--- src/rtl/term_pkg.sv ---
// term_pkg: shared geometry, control codes and types for the
// serial-terminal controller and its VRAM port mux.
package term_pkg;

  localparam int COLS = 60;
  localparam int ROWS = 17;
  localparam int AW   = 11;
  localparam int XW   = 6;
  localparam int YW   = 5;

  localparam logic [XW-1:0] X_MAX = XW'(COLS - 1);
  localparam logic [YW-1:0] Y_MAX = YW'(ROWS - 1);

  localparam logic [7:0] CHR_BS = 8'h08;
  localparam logic [7:0] CHR_LF = 8'h0A;
  localparam logic [7:0] CHR_FF = 8'h0C;
  localparam logic [7:0] CHR_CR = 8'h0D;
  localparam logic [7:0] CHR_SP = 8'h20;
  localparam logic [7:0] CHR_HI = 8'h7E;

  typedef enum logic [2:0] {
    S_RSTWAIT,
    S_IDLE,
    S_WRITE,
    S_SCR_START,
    S_SCR_ARM,
    S_SCR_WAIT,
    S_CLEAR
  } state_e;

  typedef struct packed {
    logic [AW-1:0] addr;
    logic [7:0]    din;
    logic          ce;
    logic          wre;
  } vram_req_t;

  function automatic logic is_print(input logic [7:0] c);
    return (c >= CHR_SP) && (c <= CHR_HI);
  endfunction

  function automatic logic [AW-1:0] cell_addr(
    input logic [YW-1:0] y,
    input logic [XW-1:0] x
  );
    return {y, x};
  endfunction

endpackage

--- src/rtl/term_vram_mux.sv ---
// term_vram_mux: 2:1 VRAM port select between the terminal
// controller and the scroll engine.
module term_vram_mux
  import term_pkg::*;
(
  input  logic      sel_scr_i,
  input  vram_req_t ctrl_i,
  input  vram_req_t scr_i,
  output vram_req_t vram_o
);

  assign vram_o = sel_scr_i ? scr_i : ctrl_i;

endmodule

--- src/rtl/term_ctrl.sv ---
// term_ctrl: byte interpreter, cursor keeper, screen clear and
// scroll sequencing in front of the shared text VRAM port.
module term_ctrl
  import term_pkg::*;
(
  input  logic          i_clk,
  input  logic          i_rst,
  input  logic          i_char_valid,
  input  logic [7:0]    i_char,
  output logic          o_char_ready,
  output logic          o_scroll_start,
  input  logic          i_scroll_running,
  input  logic [AW-1:0] i_scr_addr,
  input  logic [7:0]    i_scr_din,
  input  logic          i_scr_ce,
  input  logic          i_scr_wre,
  output logic [AW-1:0] o_vram_addr,
  output logic [7:0]    o_vram_din,
  output logic          o_vram_ce,
  output logic          o_vram_wre,
  output logic [XW-1:0] o_cursor_x,
  output logic [YW-1:0] o_cursor_y,
  output logic          o_busy
);

  state_e        state_q;
  logic [XW-1:0] x_q;
  logic [YW-1:0] y_q;
  logic          ready_q;
  logic          start_q;
  logic          bs_q;
  vram_req_t     own_q;

  logic          accept;
  logic          scr_sel;
  logic [XW-1:0] clr_x;
  logic [YW-1:0] clr_y;
  logic [XW-1:0] clr_x_d;
  logic [YW-1:0] clr_y_d;
  logic          clr_last;
  vram_req_t     scr_req;
  vram_req_t     vram;

  assign accept = i_char_valid & ready_q;

  // The clear walk reuses the own address register as its counter.
  assign clr_x = own_q.addr[XW-1:0];
  assign clr_y = own_q.addr[AW-1:XW];
  assign clr_last = (clr_x == X_MAX) && (clr_y == Y_MAX);

  always_comb begin
    clr_x_d = clr_x + XW'(1);
    clr_y_d = clr_y;
    if (clr_x == X_MAX) begin
      clr_x_d = '0;
      clr_y_d = clr_y + YW'(1);
    end
  end

  always_ff @(posedge i_clk) begin
    if (i_rst) begin
      state_q <= S_RSTWAIT;
      x_q     <= '0;
      y_q     <= '0;
      ready_q <= 1'b0;
      start_q <= 1'b0;
      bs_q    <= 1'b0;
      own_q   <= '0;
    end else begin
      own_q.ce  <= 1'b0;
      own_q.wre <= 1'b0;
      start_q   <= 1'b0;
      unique case (state_q)
        S_RSTWAIT: begin
          if (!i_scroll_running) begin
            state_q <= S_IDLE;
            ready_q <= 1'b1;
          end
        end
        S_IDLE: begin
          if (accept) begin
            unique case (1'b1)
              is_print(i_char): begin
                state_q    <= S_WRITE;
                ready_q    <= 1'b0;
                bs_q       <= 1'b0;
                own_q.addr <= cell_addr(y_q, x_q);
                own_q.din  <= i_char;
                own_q.ce   <= 1'b1;
                own_q.wre  <= 1'b1;
              end
              (i_char == CHR_CR): begin
                x_q <= '0;
              end
              (i_char == CHR_LF): begin
                if (y_q == Y_MAX) begin
                  state_q <= S_SCR_START;
                  start_q <= 1'b1;
                  ready_q <= 1'b0;
                end else begin
                  y_q <= y_q + YW'(1);
                end
              end
              (i_char == CHR_BS): begin
                if (x_q != '0) begin
                  state_q    <= S_WRITE;
                  ready_q    <= 1'b0;
                  bs_q       <= 1'b1;
                  x_q        <= x_q - XW'(1);
                  own_q.addr <= cell_addr(y_q, x_q - XW'(1));
                  own_q.din  <= CHR_SP;
                  own_q.ce   <= 1'b1;
                  own_q.wre  <= 1'b1;
                end
              end
              (i_char == CHR_FF): begin
                state_q    <= S_CLEAR;
                ready_q    <= 1'b0;
                own_q.addr <= '0;
                own_q.din  <= CHR_SP;
                own_q.ce   <= 1'b1;
                own_q.wre  <= 1'b1;
              end
              default: ;
            endcase
          end
        end
        S_WRITE: begin
          if (bs_q) begin
            state_q <= S_IDLE;
            ready_q <= 1'b1;
          end else if (x_q == X_MAX) begin
            x_q <= '0;
            if (y_q == Y_MAX) begin
              state_q <= S_SCR_START;
              start_q <= 1'b1;
            end else begin
              y_q     <= y_q + YW'(1);
              state_q <= S_IDLE;
              ready_q <= 1'b1;
            end
          end else begin
            x_q     <= x_q + XW'(1);
            state_q <= S_IDLE;
            ready_q <= 1'b1;
          end
        end
        S_SCR_START: begin
          state_q <= S_SCR_ARM;
        end
        S_SCR_ARM: begin
          if (i_scroll_running) begin
            state_q <= S_SCR_WAIT;
          end
        end
        S_SCR_WAIT: begin
          if (!i_scroll_running) begin
            state_q <= S_IDLE;
            ready_q <= 1'b1;
          end
        end
        S_CLEAR: begin
          if (clr_last) begin
            state_q <= S_IDLE;
            ready_q <= 1'b1;
            x_q     <= '0;
            y_q     <= '0;
          end else begin
            own_q.addr <= cell_addr(clr_y_d, clr_x_d);
            own_q.ce   <= 1'b1;
            own_q.wre  <= 1'b1;
          end
        end
        default: begin
          state_q <= S_RSTWAIT;
          ready_q <= 1'b0;
        end
      endcase
    end
  end

  assign scr_sel = (state_q == S_SCR_START) ||
                   (state_q == S_SCR_ARM) ||
                   (state_q == S_SCR_WAIT);

  assign scr_req.addr = i_scr_addr;
  assign scr_req.din  = i_scr_din;
  assign scr_req.ce   = i_scr_ce;
  assign scr_req.wre  = i_scr_wre;

  term_vram_mux u_mux (
    .sel_scr_i (scr_sel),
    .ctrl_i    (own_q),
    .scr_i     (scr_req),
    .vram_o    (vram)
  );

  assign o_vram_addr    = vram.addr;
  assign o_vram_din     = vram.din;
  assign o_vram_ce      = vram.ce;
  assign o_vram_wre     = vram.wre;
  assign o_char_ready   = ready_q;
  assign o_busy         = ~ready_q;
  assign o_scroll_start = start_q;
  assign o_cursor_x     = x_q;
  assign o_cursor_y     = y_q;

endmodule

--- config.mk ---
export PLATFORM = sky130hd
export DESIGN_NAME = term_ctrl
export DESIGN_NICKNAME = d
export VERILOG_FILES = /design/src/rtl/term_pkg.sv /design/src/rtl/term_vram_mux.sv /design/src/rtl/term_ctrl.sv
export SDC_FILE = /design/constraint.sdc
export NUM_CORES = 1
export LEC_CHECK = 0
export BUFFER_PORTS_ARGS = -buffer_cell sky130_fd_sc_hd__buf_2
export CELL_PAD_IN_SITES_DETAIL_PLACEMENT = 2
export CELL_PAD_IN_SITES_GLOBAL_PLACEMENT = 2
export CORE_MARGIN = 10
export CORE_UTILIZATION = 31
export DETAILED_ROUTE_END_ITERATION = 8
export GPL_ROUTABILITY_DRIVEN = 1
export GPL_TIMING_DRIVEN = 0
export PLACE_DENSITY = 0.79
export SYNTH_ARGS = -nofsm -noshare
export SYNTH_HDL_FRONTEND = slang
export SYNTH_HIERARCHICAL = 1
export SYNTH_SLANG_ARGS = --single-unit
--- constraint.sdc ---
create_clock -name i_clk -period 2.9 [get_ports i_clk]
set_clock_uncertainty 0.1 [all_clocks]
set_input_delay 0.29 -clock i_clk [delete_from_list [all_inputs] [get_ports i_clk]]
set_output_delay 0.29 -clock i_clk [all_outputs]
set_load 0.02 [all_outputs]
==> flow_results.org, run 1 <==
** Timing
- After layout, the worst path uses 91.5% of the clock period.
- The worst path needs 2.65 ns of the cycle, external delays included.
- The number of max-slew violations in the final report is 0.
- In this run the tightest slew margin relative to its limit is 39.9%.
- Post-route worst hold slack :: 0.217 ns
- Setup violations remaining at the end of the flow were counted as 0.
- The final hold violation count was 0.
- Actual slew at the worst max-slew pin :: 0.879 ns
- Setup repair after global routing left no endpoint under its margin.
- Achievable clock frequency :: 377 MHz
- Setup slack of the critical path after layout :: 0.246 ns
- Summed over all failing endpoints, the final setup total negative slack is 0 ns.

** Routing
- After detailed routing, the total wire length is 10.4 mm.
- Drt pass-1 iters :: 4
- The detailed router finished its first iteration with 121 violations.
- After detailed routing, the number of vias per cell comes to 5.64.
- In the routed design, unresolved DRC markers number 0.
- Number of nets with antenna violations after detailed routing :: 0
- Vias post-DR :: 2935
- Detail-routed net length per standard cell :: 20.0 µm

** Placed design
- Quantity of I/O buffers inserted on ports :: 66
- After legalization and detailed placement, the total HPWL measured 8.39 mm.
- Placement-stage worst setup slack :: 0.0284 ns
- Final RePlAce weighted congestion :: 0.845
- Summing all placed instances gives a cell area of 3230 µm².

** Global routing
- The initial antenna violation count came to 0.
- Maximum number of pins on one net before global-route repair :: 12
- For this run the aggregate overflow at the end of global routing stands at 0.
- Via count of the first global-routing pass :: 3228
- Wire length of the first global-routing pass :: 17.2 mm
- Tot GR Track Use :: 16.0%

** Pwr
- Areal power density over the cells :: 559 nW/µm²
- Summed over all cells, the static leakage comes to 1.33 nW.
- Worst vdd ir :: 193 µV

** Finish
- The final layout contains 452 nets.
- Final cell utilization of the core :: 38.6%
- The finished cells cover 3360 µm².
- From synthesis to final layout, the design area changed by 21.7%.
- The multi-input combinational cells in the finished layout cover a total of 1920 µm².
- Filler instances :: 1025
- Most common cell after layout, fill and taps aside :: buf_2
- The post-route netlist has 27.9% of its cells at a drive strength greater than 1.
- Total area of sequential cells :: 741 µm²
- The library cells used most frequently in the layout, excluding fill and tap cells, are buf_2, nor2_1, dfxtp_1, mux2_4, nand2_1.
- The repair_antennas step left the layout with diodes totalling 0.

** Critical path
- Path type of the worst setup path :: flip-flop to flip-flop
- FF-to-FF Start :: o_cursor_x[0]$_SDFFE_PP0P_
- The worst setup path is launched from a flip-flop.
- At the worst endpoint, the required time is 3.03 ns.
- Slowest Stage Delay on Critical Path :: 0.83 ns
- Type of element capturing the critical path :: flip-flop
- Measured in cells, the most critical reg-to-reg path has a length of 8.
- Critical-path cell with the highest stage delay :: a2111oi_0
- Critical Path Fanout Max :: 7
- For the worst setup path, the data arrival time is 2.78 ns.
- Setup slack of the worst register-to-register path :: 0.25 ns
- Traced cell by cell, the critical path runs through inv_1, ha_1, nor4b_1, a2111oi_0, nand2_1, a21oi_1, o21ai_0, a31oi_1.
- R2R Path End :: clr_x[4]$_SDFFE_PP0P_

** Min path
- In this run the worst hold path is classified as input port to flip-flop.
- Counting instances, the worst hold path has a depth of 3.
- Worst hold start :: i_char[4]
- Endpoint of the worst hold path :: own_q[6]$_SDFFE_PP0P_

** Clock tree
- Latest clock arrival within the worst-skew pair :: 0.30 ns
- For this design, the sink count on the clock tree is 37.
- The clock passes through at most 2 buffers.
- Root Buffer Master :: clkbuf_8
- Post-CTS Hold Fix Bufs :: 0
- Clock-pin slew was measured on the worst setup and hold paths at 0.08 ns.
- H-tree levels :: 2
- In this run the post-CTS setup repair buffer count came out at 0.
- Counting the buffers created by CTS gives 5.
- TritonCTS clock tree :: done

** Yosys
- In this run, distinct cell masters in the synthesized netlist total 62.
- Area fraction of the dominant cell type after synthesis :: 26.8%
- Fraction of registers with async set or reset after synthesis :: 0%
- Count of yosys warnings during synthesis :: 6
- The mapped netlist covers 2770 µm².
- Cell taking the most area after synthesis :: dfxtp_1
- Top area cells in the synthesized netlist :: dfxtp_1, mux2_4, nor2_1
- After technology mapping, the gate count stands at 338.
- Counting every net in the synthesized netlist gives 379.
- In the synthesized netlist the dominant register cell turns out to be dfxtp_1.
- Synthesized area per cell :: 8.18 µm²
- Counting flops with a built-in enable in the synthesized netlist gives 0.
- Sequential share of the synthesized area :: 26.8%
- Counting flops and latches in the post-synthesis netlist gives 37.

** Floorplanning
- The initialized floorplan defines 34 standard-cell rows.
- The die covers 13100 µm².
- I/O Pins :: 68
- Standard cell core area :: 8720 µm²
- DIE WIDTH :: 114 µm
- Effective utilization at floorplan :: 31.7%
- In this run the vertical extent of the chip is 114 µm.

** Flow run
- Max_cap viols :: 0

** Status
- The flow ran to the end, and the final reports show no timing, DRC or antenna violations.
==> how the worst max path moves through the flow <==
stage,end,slack [ns],startpoint
finish,clr_x[4]$_SDFFE_PP0P_,0.25,o_cursor_x[0]$_SDFFE_PP0P_
global route,own_q[4]$_SDFFE_PP0P_,0.02,o_cursor_x[0]$_SDFFE_PP0P_
CTS,o_cursor_x[3]$_SDFFE_PP0P_,0.13,clr_x[1]$_SDFFE_PP0P_
detailed placement,clr_y[3]$_SDFFE_PP0P_,0.03,i_char[2]
global placement,clr_y[3]$_SDFFE_PP0P_,0.08,i_char[2]
floorplan,o_cursor_x[3]$_SDFFE_PP0P_,0.61,i_char[0]
==> worst max-delay path, delay by kind of cell (launching register included) <==
| family | cells | cell delay [ns] |
|---|---|---|
| flip-flops | 1 | 0.49 |
| adder cells (fa/ha/maj) | 1 | 0.24 |
| AO/OA/AOI/OAI | 4 | 1.28 |
| AND/OR/NAND/NOR | 2 | 0.31 |
| buffers and inverters | 1 | 0.16 |
==> cell type report <==
class	count	share of cell area [%]
Clock buffer	7	2.57
Timing Repair Buffer	66	9.82
Clock inverter	1	0.893
Sequential cell	37	22.0
Tap cell	108	4.02
Inverter	10	1.12
Buffer	17	2.45
Multi-Input combinational cell	274	57.1
==> power by group <==
group | internal, mW | switching [mW] | total (mW)
clock network | 0.281 | 0.203 | 0.483
logic | 0.317 | 0.485 | 0.802
registers | 0.547 | 0.0483 | 0.596
==> cells by family (layout without fill, tap and decap cells) <==
family	count (synthesis)	in the layout	synth area share (%)
AO/OA/AOI/OAI	97	97	23.9
XOR/XNOR	11	11	3.48
adder cells (fa/ha/maj)	8	8	3.62
buffers and inverters	27	101	4.30
flip-flops	37	37	26.8
multiplexers	22	22	11.6
AND/OR/NAND/NOR	136	136	26.2
==> registers in the layout (all words and copies together) (netlist names) <==
register / flops
o_scroll_start: 1
bs_q: 1
o_cursor_x: 6
own_q: 9
state_q: 3
o_cursor_y: 5
clr_x: 6
o_char_ready: 1
clr_y: 5
==> cell usage after synthesis (2+ instances only) <==
| master | instances |
|---|---|
| a311oi_1 | 2 |
| a211oi_1 | 12 |
| nand3b_1 | 3 |
| o21ai_0 | 18 |
| o22ai_1 | 3 |
| nor2_1 | 40 |
| nor3_1 | 9 |
| a41oi_1 | 3 |
| xor2_1 | 4 |
| buf_6 | 2 |
| clkbuf_1 | 13 |
| and4_1 | 2 |
| o21a_1 | 4 |
| o21bai_1 | 2 |
| or2_2 | 3 |
| and3_1 | 4 |
| nor4b_1 | 2 |
| nand2b_1 | 3 |
| inv_1 | 10 |
| a21oi_1 | 14 |
| buf_2 | 2 |
| nand3_1 | 18 |
| a221oi_1 | 2 |
| o211ai_1 | 4 |
| a31oi_1 | 5 |
| nand4_1 | 3 |
| o31ai_1 | 2 |
| mux2_4 | 20 |
| or3b_2 | 2 |
| and3b_1 | 2 |
| and4b_1 | 2 |
| nand2_1 | 19 |
| ha_1 | 8 |
| dfxtp_1 | 37 |
| or3_1 | 7 |
| nor2b_1 | 6 |
| a22oi_1 | 12 |
| xnor2_1 | 7 |
| nor3b_1 | 3 |
| nor4_1 | 2 |
==> repair_timing <==
item | in CTS | in global routing
endpoints found under the setup margin | 20 | 28
cloned | 0 | 0
gates resized for setup | 1 | 4
==> routing by layer <==
| metal | share of wire (%) | global-route usage (%) | wire, µm |
|---|---|---|---|
| met1 | 45 | 19.7 | 4710 |
| met3 | 4.9 | 3.04 | 511 |
| met5 | 0 | 0 | 0 |
| met4 | 1.3 | 4.18 | 135 |
| met2 | 49 | 27.6 | 5060 |
==> per-stage QoR <==
stage	cells	total power, mW
floorplan	338	1.15
finish	520	1.88
global placement	512	1.37
detailed placement	512	1.39
CTS	520	1.88
global route	520	2.01
No activity file was read; power rests on OpenSTA's default activity.
==> run 2, diff against run 1 <==
--- a/config.mk
+++ b/config.mk
@@ -9,12 +9,11 @@
 export CELL_PAD_IN_SITES_DETAIL_PLACEMENT = 2
 export CELL_PAD_IN_SITES_GLOBAL_PLACEMENT = 2
 export CORE_MARGIN = 10
-export CORE_UTILIZATION = 31
+export CORE_UTILIZATION = 30
 export DETAILED_ROUTE_END_ITERATION = 8
 export GPL_ROUTABILITY_DRIVEN = 1
 export GPL_TIMING_DRIVEN = 0
-export PLACE_DENSITY = 0.79
+export PLACE_DENSITY = 0.78
 export SYNTH_ARGS = -nofsm -noshare
 export SYNTH_HDL_FRONTEND = slang
-export SYNTH_HIERARCHICAL = 1
 export SYNTH_SLANG_ARGS = --single-unit
==> run 2 against run 1 <==
Effect of this change:
- synthesized cell count rose by 0.89%
- cell count rose by 0.38%
- sequential share of layout area rose by 0.62 points
- die area rose by 1.3%
- final area fell by 2.8%
- total power fell by 19%
- via count rose by 1.4%
- register-to-register slack barely moved
- routed wire length rose by 1.5%
- critical path depth fell by 2
- combinational power fell by 29%
==> flow_results.org, run 2 <==
** Status
- Status :: completed

** Finish
- Of the cells placed in the final design, the portion with a size suffix greater than 1 is 26.1%.
- Synth-to-Final Area Change :: 20.4%
- Final cell utilization of the core :: 37.3%
- In the final design database the tool counted 455 nets.
- Filler instances :: 1043
- Most frequent cells in the layout :: buf_2, nor2_1, dfxtp_1, nand2_1, a21oi_1
- Antenna diode count :: 0
- Register name with the most flops :: own_q
- The register with the most flip-flops in the layout has 9 of them.
- The library cell used most frequently in the layout, excluding fill and tap cells, is buf_2.

** Min path
- Worst hold path class :: input port to flip-flop
- Worst hold start :: i_char[3]
- Count of cells along the worst hold path :: 3
- The worst hold path terminates at own_q[5]$_SDFFE_PP0P_.

** Timing
- Fin Setup TNS :: 0 ns
- Setup violations remaining at the end of the flow were counted as 0.
- The final critical path takes up 93.6% of the cycle.
- The final hold violation count is 0.
- Final Slew Violations :: 0
- Achievable clock frequency :: 369 MHz
- Normalized max-slew margin :: 54.0%
- Actual slew at the worst max-slew pin :: 0.689 ns
- Post-route minimum period :: 2.71 ns
- Setup repair after global routing left no endpoint under its margin.
- Hold is met by 0.192 ns.
- Setup slack of the critical path after layout :: 0.187 ns

** Routing
- After detailed routing, the number of remaining DRC violations is 0.
- Vias post-DR :: 2977
- Once detail routing completed, the nets flagged for antenna violations numbered 0.
- Dividing the detail-routed via count by the number of cells gives 5.70.
- In this run, the number of DRC markers left after iteration 0 of detailed routing was 133.
- Drt pass-1 iters :: 4
- Detail-routed net length per standard cell :: 20.3 µm
- Total Wirelength :: 10.6 mm

** Floorplanning
- The floorplan step set the die height to 115 µm.
- 68 I/O pins were placed.
- The floorplan has 34 rows.
- Standard cell core area :: 8760 µm²
- Area enclosed by the die boundary :: 13300 µm²
- For this configuration, the core starts out at a cell density of 31.0%.
- DIE WIDTH :: 115 µm

** Critical path
- On the worst path, the slowest cell contributes a delay of 0.38 ns.
- Data on the critical path is required at its endpoint by 2.51 ns.
- The critical path goes through clkbuf_2, nand2b_1, nand2_1, clkbuf_2, mux2_2, buf_2.
- Type of element capturing the critical path :: output pin
- STA classifies the critical path startpoint as a flip-flop.
- The largest individual stage delay along the critical path comes from the cell mux2_2.
- Arrival time of data at the critical path endpoint :: 2.32 ns
- R2R Path End :: clr_x[5]$_SDFFE_PP0P_
- FF-to-FF Start :: o_cursor_x[2]$_SDFFE_PP0P_
- Critical Path Fanout Max :: 10
- Dominant delay contributor by cell family on the critical path :: buffers and inverters
- By startpoint and endpoint, the worst setup path is classified as flip-flop to output pin.
- Counting both buffers and inverters, the worst setup path holds a total of 3.
- The worst register-to-register path has a depth of 8.
- Setup slack on the worst reg-to-reg path comes out at 0.24 ns.
- The cell that appears most often on the critical path is clkbuf_2.

** Yosys
- Total nets after synthesis :: 382
- For this run, the register share of the synthesized area comes to 27.3%.
- Most common flop cell mapped by yosys :: dfxtp_1
- In this run the cell area of the synthesized design comes to 2720 µm².
- Count of yosys warnings during synthesis :: 0
- Top area cells in the synthesized netlist :: dfxtp_1, mux2_2, nor2_1
- EDFF count, synth :: 0
- Averaged over all synthesized cells, the footprint is 7.97 µm².
- Count of different cell masters after synthesis :: 66
- Most frequent cells after synthesis :: dfxtp_1, nor2_1, nand2_1, a21oi_1, o21ai_0
- The synthesized design contains 37 register bits.
- Post-synthesis instance total :: 341
- Fraction of registers with async set or reset after synthesis :: 0%
- Cell taking the most area after synthesis :: dfxtp_1
- Area fraction of the dominant cell type after synthesis :: 27.3%

** Clock tree
- Clock-pin slew was measured on the worst setup and hold paths at 0.08 ns.
- TritonCTS clock tree :: done
- The longest clock path from root to sink contains 2 buffers.
- # clock sinks :: 37
- CTS Buf Count :: 5
- CTS placed an instance of clkbuf_8 at the clock tree root.
- H-tree levels :: 2
- Latest clock arrival within the worst-skew pair :: 0.30 ns

** Placed design
- At the end of routability-driven placement, the weighted congestion stood at 0.876.
- Dpl hpwl :: 8.46 mm
- During placement, the flow inserted port buffers numbering 66.
- Timing analysis after detailed placement gives a worst setup slack of 0.284 ns.

** Global routing
- Entering global routing, the biggest net connects 11 pins.
- The first global-routing pass estimated 17.4 mm of wire.
- Global routing used 16.0% of the available tracks.
- The initial antenna violation count was 0.
- Via count of the first global-routing pass :: 3249
- Final global-route overflow total :: 0

** Flow run
- The tool flagged a number of max-cap violations equal to 0.

** Pwr
- Areal power density over the cells :: 466 nW/µm²
- Reported leakage power :: 1.35 nW
- Across the VDD grid, the largest voltage drop is 205 µV.
==> run 2: cell count changes in the layout (fill, tap and decap cells not counted), sizes merged, moves of 3 or more <==
cell    change
a32oi       +3
a21oi       +8
and3        +4
o21a        -3
mux2        -4
o211ai      -3
a22oi       -5
nand4       +5
nor2b       -5
or3         -4
nand2       +6
nor3        -3
==> run 2: cell type report <==
| type | instances | area [µm²] | share of cell area (%) |
|---|---|---|---|
| buffer | 19 | 93.8 | 2.87 |
| clock buffer | 7 | 86.3 | 2.64 |
| inverter | 11 | 41.3 | 1.26 |
| multi-input combinational | 274 | 1840 | 56.4 |
| sequential | 37 | 741 | 22.6 |
| tap | 108 | 135 | 4.13 |
| timing repair buffer | 66 | 330 | 10.1 |
==> run 2: tightest hold or removal path, stage by stage <==
cell and delay [ns]:
buf_2 0.11, a22oi_1 0.07, nor2_1 0.08
==> run 2: worst max path at each step <==
stage                                  from                        end  slack (ns)  depth (start not counted)
finish              state_q[1]$_SDFFE_PP0P_              o_vram_din[0]        0.19                          6
detailed placement  state_q[1]$_SDFFE_PP0P_              o_vram_din[0]        0.28                          6
CTS                 state_q[1]$_SDFFE_PP0P_             o_vram_addr[8]        0.11                          6
floorplan                         i_char[2]      clr_x[1]$_SDFFE_PP0P_        0.77                          8
global route        state_q[0]$_SDFFE_PP0P_             o_vram_addr[9]       0.001                          6
global placement    state_q[1]$_SDFFE_PP0P_  o_scroll_start$_SDFF_PP0_        0.29                          5
==> run 2: cells by family (layout without fill, tap and decap cells) <==
group	count (synthesis)	after routing	share of synthesized area, %
AOI/OAI and AO/OA	99	99	24.8
DFF	37	37	27.3
adders and majority gates	8	8	3.68
xor gates and xnor gates	9	9	2.90
buffers and inverters	30	103	4.88
and+or+nand+nor	138	138	28.3
muxes	20	20	8.15
==> run 2: routing by layer <==
layer	vias to the layer above	track usage (%)	wire [µm]
met5	-	0	0
met4	0	3.63	164
met3	14	3.28	479
met2	70	27.2	5100
met1	1467	20.2	4830
li1	1426	-	-
==> run 2: metrics by stage <==
stage                     instances  power [mW]  area [µm²]
after floorplan                 341       0.969        2720
after global placement          515        1.14        3180
after detailed placement        515        1.15        3180
after CTS                       522        1.55        3270
after global routing            522        1.62        3270
final                           522        1.53        3270
==> run 2: where the power goes <==
group,switching (mW),internal (mW)
logic,0.354,0.214
registers,0.0389,0.537
clock network,0.193,0.189
==> run 2: what timing repair did <==
action	CTS	global route
gates resized for setup	1	2
endpoints found under the setup margin	10	2
buffers inserted	0	0
hold buffers	0	0
